## src/rtl/dtc_vote_accum_if.sv

```systemverilog
// Handshake bundle between the classifier stage, the vote accumulator and its consumer.
interface dtc_vote_accum_if #(
  parameter int unsigned OUT_W = 10,
  parameter int unsigned CNT_W = 4
);
  logic             in_valid;
  logic             in_ready;
  logic [OUT_W-1:0] inp;
  logic             flush;
  logic             out_valid;
  logic             out_ready;
  logic [OUT_W-1:0] outp;
  logic [CNT_W-1:0] out_count;

  modport master (
    output in_valid, inp, flush, out_ready,
    input  in_ready, out_valid, outp, out_count
  );

  modport slave (
    input  in_valid, inp, flush, out_ready,
    output in_ready, out_valid, outp, out_count
  );
endinterface

```

## src/rtl/dtc_vote_accum.sv

```systemverilog
// Windowed per-bit majority vote over classifier output vectors; one voted
// vector per full window (2**WIN_LOG2 samples) or per early flush.
module dtc_vote_accum #(
  parameter int unsigned OUT_W    = 10,
  parameter int unsigned WIN_LOG2 = 3,
  parameter int unsigned CNT_W    = WIN_LOG2 + 1
) (
  input logic              clk,
  input logic              rst,
  dtc_vote_accum_if.slave  bus
);

  localparam int unsigned WIN = 1 << WIN_LOG2;

  typedef enum logic {ACCUM, EMIT} state_t;

  state_t           state_q, state_d;
  logic [CNT_W-1:0] cnt_q [OUT_W];
  logic [CNT_W-1:0] cnt_d [OUT_W];
  logic [CNT_W-1:0] cnt_acc [OUT_W];
  logic [CNT_W-1:0] n_q, n_d, n_acc;
  logic [OUT_W-1:0] outp_q, outp_d;
  logic [CNT_W-1:0] out_count_q, out_count_d;
  logic             in_ready_q, in_ready_d;
  logic             out_valid_q, out_valid_d;
  logic             accept;

  // Next-state, counter update and vote decision.
  always_comb begin
    state_d     = state_q;
    cnt_d       = cnt_q;
    n_d         = n_q;
    outp_d      = outp_q;
    out_count_d = out_count_q;

    accept = bus.in_valid & in_ready_q;
    for (int i = 0; i < int'(OUT_W); i++) begin
      cnt_acc[i] = cnt_q[i] + CNT_W'(accept & bus.inp[i]);
    end
    n_acc = n_q + CNT_W'(accept);

    case (state_q)
      ACCUM: begin
        cnt_d = cnt_acc;
        n_d   = n_acc;
        if ((accept && (n_acc == CNT_W'(WIN))) || (bus.flush && (n_acc != '0))) begin
          state_d = EMIT;
          // Strict majority: ties vote 0; one extra bit so 2*cnt cannot wrap.
          for (int i = 0; i < int'(OUT_W); i++) begin
            outp_d[i] = {cnt_acc[i], 1'b0} > {1'b0, n_acc};
          end
          out_count_d = n_acc;
        end
      end
      EMIT: begin
        if (bus.out_ready) begin
          state_d = ACCUM;
          n_d     = '0;
          for (int i = 0; i < int'(OUT_W); i++) begin
            cnt_d[i] = '0;
          end
        end
      end
      default: state_d = ACCUM;
    endcase

    in_ready_d  = (state_d == ACCUM);
    out_valid_d = (state_d == EMIT);
  end

  always_ff @(posedge clk) begin
    if (rst) begin
      state_q     <= ACCUM;
      n_q         <= '0;
      outp_q      <= '0;
      out_count_q <= '0;
      in_ready_q  <= 1'b0;
      out_valid_q <= 1'b0;
      for (int i = 0; i < int'(OUT_W); i++) begin
        cnt_q[i] <= '0;
      end
    end else begin
      state_q     <= state_d;
      n_q         <= n_d;
      outp_q      <= outp_d;
      out_count_q <= out_count_d;
      in_ready_q  <= in_ready_d;
      out_valid_q <= out_valid_d;
      for (int i = 0; i < int'(OUT_W); i++) begin
        cnt_q[i] <= cnt_d[i];
      end
    end
  end

  assign bus.in_ready  = in_ready_q;
  assign bus.out_valid = out_valid_q;
  assign bus.outp      = outp_q;
  assign bus.out_count = out_count_q;

endmodule

```

## src/flat_wrapper.sv

```systemverilog
// flat-port wrapper written by rule: the top's interface ports become plain ports
module dtc_vote_accum_flat 
#(
  parameter int unsigned OUT_W    = 10,
  parameter int unsigned WIN_LOG2 = 3,
  parameter int unsigned CNT_W    = WIN_LOG2 + 1
)
  (clk, rst, bus_in_valid, bus_inp, bus_flush, bus_out_ready, bus_in_ready, bus_out_valid, bus_outp, bus_out_count);
  dtc_vote_accum_if #(.OUT_W(OUT_W), .CNT_W(CNT_W)) bus_i ();
  input logic clk;
  input logic rst;
  input wire logic [$bits(bus_i.in_valid)-1:0] bus_in_valid;
  input wire logic [$bits(bus_i.inp)-1:0] bus_inp;
  input wire logic [$bits(bus_i.flush)-1:0] bus_flush;
  input wire logic [$bits(bus_i.out_ready)-1:0] bus_out_ready;
  output wire logic [$bits(bus_i.in_ready)-1:0] bus_in_ready;
  output wire logic [$bits(bus_i.out_valid)-1:0] bus_out_valid;
  output wire logic [$bits(bus_i.outp)-1:0] bus_outp;
  output wire logic [$bits(bus_i.out_count)-1:0] bus_out_count;
  assign bus_i.in_valid = bus_in_valid;
  assign bus_i.inp = bus_inp;
  assign bus_i.flush = bus_flush;
  assign bus_i.out_ready = bus_out_ready;
  assign bus_in_ready = bus_i.in_ready;
  assign bus_out_valid = bus_i.out_valid;
  assign bus_outp = bus_i.outp;
  assign bus_out_count = bus_i.out_count;
  dtc_vote_accum #(.OUT_W(OUT_W), .WIN_LOG2(WIN_LOG2), .CNT_W(CNT_W)) u_core (.clk(clk), .rst(rst), .bus(bus_i));
endmodule
```

## config.mk

```make
export PLATFORM = sky130hd
export DESIGN_NAME = dtc_vote_accum_flat
export DESIGN_NICKNAME = d
export VERILOG_FILES = /design/src/rtl/dtc_vote_accum_if.sv /design/src/rtl/dtc_vote_accum.sv /design/src/flat_wrapper.sv
export SDC_FILE = /design/constraint.sdc
export NUM_CORES = 1
export LEC_CHECK = 0
export ABC_AREA = 0
export BUFFER_PORTS_ARGS = -buffer_cell sky130_fd_sc_hd__buf_2
export CAP_MARGIN = 30
export CORE_ASPECT_RATIO = 1.2
export CORE_MARGIN = 2
export CORE_UTILIZATION = 45
export DETAILED_ROUTE_END_ITERATION = 8
export PLACE_DENSITY = 0.66
export SETUP_SLACK_MARGIN = 0.1
export SKIP_LAST_GASP = 1
export SLEW_MARGIN = 20
export SYNTH_ARGS = -nofsm -noshare
export SYNTH_HDL_FRONTEND = slang
export SYNTH_SLANG_ARGS = --single-unit
export TNS_END_PERCENT = 100
```

## constraint.sdc

```tcl
create_clock -name clk -period 2.7 [get_ports clk]
set_input_delay 0.27 -clock clk [delete_from_list [all_inputs] [get_ports clk]]
set_output_delay 0.27 -clock clk [all_outputs]
set_load 0.01 [all_outputs]
```

==> flow_summary.yaml <==
cells_and_area:
  nets: 472
  areaGrowthSynthToFinish_pct: 12.50
  drive_gt1_share_pct: 17.91
  multi_input_area_mm2: 0.002085
  fillCellCount: 734
  post-route-util_pct: 51.45
  antennaDiodeCount: 0
  seqCellArea_mm2: 0.001202
sta:
  slew_headroom_pct: 55.41
  setup_viol: 0
  hold_viol: 0
  max_freq_ghz: 0.4040
  slew_violations: 0
  min_period_ps: 2475
  fin_skew_ps: 8.369
  rsz0062_at_grt: "false"
  holdWs_ps: 352.5
  fin_crit_sh_pct: 91.68
  worst_pin_slew_ps: 668.9
  tns_ps: 0
  setup_ws_ps: 224.7
placed_design:
  portBuffers: 30
  gp_routability_congestion: 0.7225
  post-place-ws_ps: -51.41
  place_hpwl_mm: 4.971
logic_synthesis:
  yosys-top-cells-area: "dfxtp_1, ha_1, nor2_1, maj3_1, o21ai_0"
  synth_top_area_share_pct: 34.67
  synthCells: 399
  syn_nets: 446
  synthesis.area_mm2: 0.003465
  yosys-top-cells-count: "dfxtp_1, nor2_1, ha_1"
  ys_ff_latch: 60
  synth-edff-count: 0
  ys_seq_area_share_pct: 34.67
  yosysWarnings: 0
  synth_ff_type: "dfxtp_1"
  synth_area_per_cell_um2: 8.683
  ys_types: 35
  synth_most_common_cell: "dfxtp_1"
  async_flop_share_pct: 0
  synth_top_area_cell: "dfxtp_1"
clock_tree:
  cts_hold_buf: 0
  clk_latency_ps: 330
  cts_buffers: 9
  tritoncts: "done"
  ctsRootBufferMaster: "clkbuf_8"
  clkTransAtPathRegs_ps: 60
  clkSinkCount: 60
  htreeDepth: 3
  clock_path_buffers: 2
grt:
  grt.total_usage_pct: 18.70
  overflow: 0
  antenna_found_initial: 0
  grt_max_degree: 61
  grt_pass1_vias: 2659
  grt_pass1_wl_mm: 12.50
critical_path:
  r2r_cells: 10
  cp.required_ps: 2950
  crit_chain: "and2_1 > ha_2 > ha_4 > inv_4 > ha_1 > inv_1 > o21ai_0 > maj3_1 > maj3_1 > a311oi_2"
  cp.arrival_ps: 2720
  path_max_fanout: 11
  start_kind: "flip-flop"
  r2r-start: "u_core.bus.in_ready"
  cp-end-kind: "flip-flop"
  cp_common_cell: "maj3_1"
  slowest_delay_ps: 370
  regToRegEndpoint: "u_core.bus.outp[7]"
  critPathKind: "flip-flop to flip-flop"
  worst_path_max_delay_cell: "maj3_1"
  regToRegSetupSlack_ps: 220
floorplanning:
  io-pin-count: 31
  core_area_mm2: 0.007576
  dieArea_mm2: 0.008420
  start_util_pct: 45.73
  placementRows: 35
  die_w_um: 84.10
  fp.dieH_um: 100.1
flow_run:
  cap_viol_max_count: 0
route:
  drtIter0Drc: 174
  avgViaCountPerCell: 5.307
  wl_mm: 7.407
  drc: 0
  antenna_left: 0
  avgRoutedWirePerCell_um: 14.19
  drtPass1Iterations: 4
  dr_total_vias: 2770
min_path:
  hold_end: "u_core.bus.out_count[3]"
  min_path_type: "input pin to flip-flop"
  whs_path_depth: 4
  hold_start: "bus_flush"
power:
  power_leakage_nw: 1.568
  powerDensity_mw_per_mm2: 571.6
  power.total_mw: 2.228
  ir_worst_vdd_v: 0.0002853
status:
  outcome: "finished clean"
-- repair_timing --
item | CTS | global route
cloned | 0 | 0
pin swaps | 0 | 3
gates resized for setup | 2 | 3
buffers inserted | 0 | 0
endpoints found under the setup margin | 6 | 8
-- sequential cells by signal, summed over array words and instances (netlist names) --
name and cells:
u_core.bus.outp 10, u_core.cnt_q 40, u_core.n_q 4, u_core.bus.in_ready 1
u_core.bus.out_count 4, u_core.state_q 1
-- critical path: cells and delay by family (launching register included) --
| kind | cells | cell delay [ps] |
|---|---|---|
| adder cells (fa/ha/maj) | 5 | 1500 |
| AO/OA/AOI/OAI | 2 | 320 |
| flip-flops | 1 | 310 |
| AND/OR/NAND/NOR | 1 | 160 |
| buffers and inverters | 2 | 120 |
-- worst max-delay path by stage --
stage | to | startpoint | slack (ps)
2_1_floorplan | u_core.bus.outp[6] | u_core.bus.in_ready | 190
3_3_place_gp | u_core.bus.outp[6] | bus_in_valid | 20
3_5_place_dp | u_core.bus.outp[6] | bus_in_valid | -50
4_1_cts | u_core.bus.outp[6] | u_core.bus.in_ready | 150
5_1_grt | u_core.bus.outp[4] | u_core.bus.in_ready | 100
6_report | u_core.bus.outp[7] | u_core.bus.in_ready | 220
-- placed cells by master (no fill, tap or decap), types with 5 or more instances in the layout --
| master | synthesis | layout |
|---|---|---|
| a22oi_1 | 7 | 7 |
| maj3_2 | 6 | 7 |
| nor2b_1 | 12 | 12 |
| buf_2 | 2 | 30 |
| xor2_1 | 12 | 12 |
| nand2b_1 | 13 | 13 |
| nand3b_1 | 11 | 11 |
| o21ai_0 | 22 | 22 |
| o22a_1 | 10 | 10 |
| a21oi_1 | 16 | 16 |
| xnor2_1 | 12 | 12 |
| buf_4 | 1 | 13 |
| inv_1 | 22 | 21 |
| nor2_1 | 40 | 40 |
| clkbuf_8 | 0 | 10 |
| maj3_1 | 14 | 13 |
| dfxtp_1 | 60 | 59 |
| o22ai_1 | 12 | 12 |
| nand2_1 | 22 | 22 |
| and3_1 | 10 | 10 |
| a311oi_2 | 4 | 5 |
| nand3_1 | 11 | 11 |
| a311oi_1 | 6 | 5 |
| ha_1 | 32 | 30 |
-- per-stage QoR --
step	cell area [um^2]	std cells
6_report	3897	522
5_1_grt	3897	522
2_1_floorplan	3465	399
3_3_place_gp	3710	506
3_5_place_dp	3710	506
4_1_cts	3887	522
-- metal layers --
layer / track usage (%) / routed length, um / part of all wire (%)
met5: 0 / 0 / 0
met4: 7.196 / 103 / 1.4
met3: 4.605 / 229 / 3.1
met2: 30.71 / 3489 / 47
met1: 23.72 / 3585 / 48
-- layout make-up --
class	count	share of cell area (%)
inverter	22	2.183
multi-input combinational	289	53.48
clock buffer	14	3.917
sequential	60	30.85
tap	92	2.953
clock inverter	2	0.2568
timing repair buffer	43	6.356
-- logic make-up after synthesis --
group | Yosys count | share of synthesized area, %
muxes | 2 | 0.5778
xor gates and xnor gates | 24 | 6.067
DFF | 60 | 34.67
AOI/OAI and AO/OA | 80 | 16.07
and+or+nand+nor | 131 | 19.25
buffers and inverters | 50 | 5.814
adders and majority gates | 52 | 17.55
-- power breakdown --
group	internal [mW]	switching [mW]	leakage, nW
sequential	0.948	0.0427	0.487
combinational	0.232	0.317	0.997
clock	0.357	0.332	0.0844
total	1.54	0.692	1.57
Note: power is estimated with default switching activity, not from simulation.
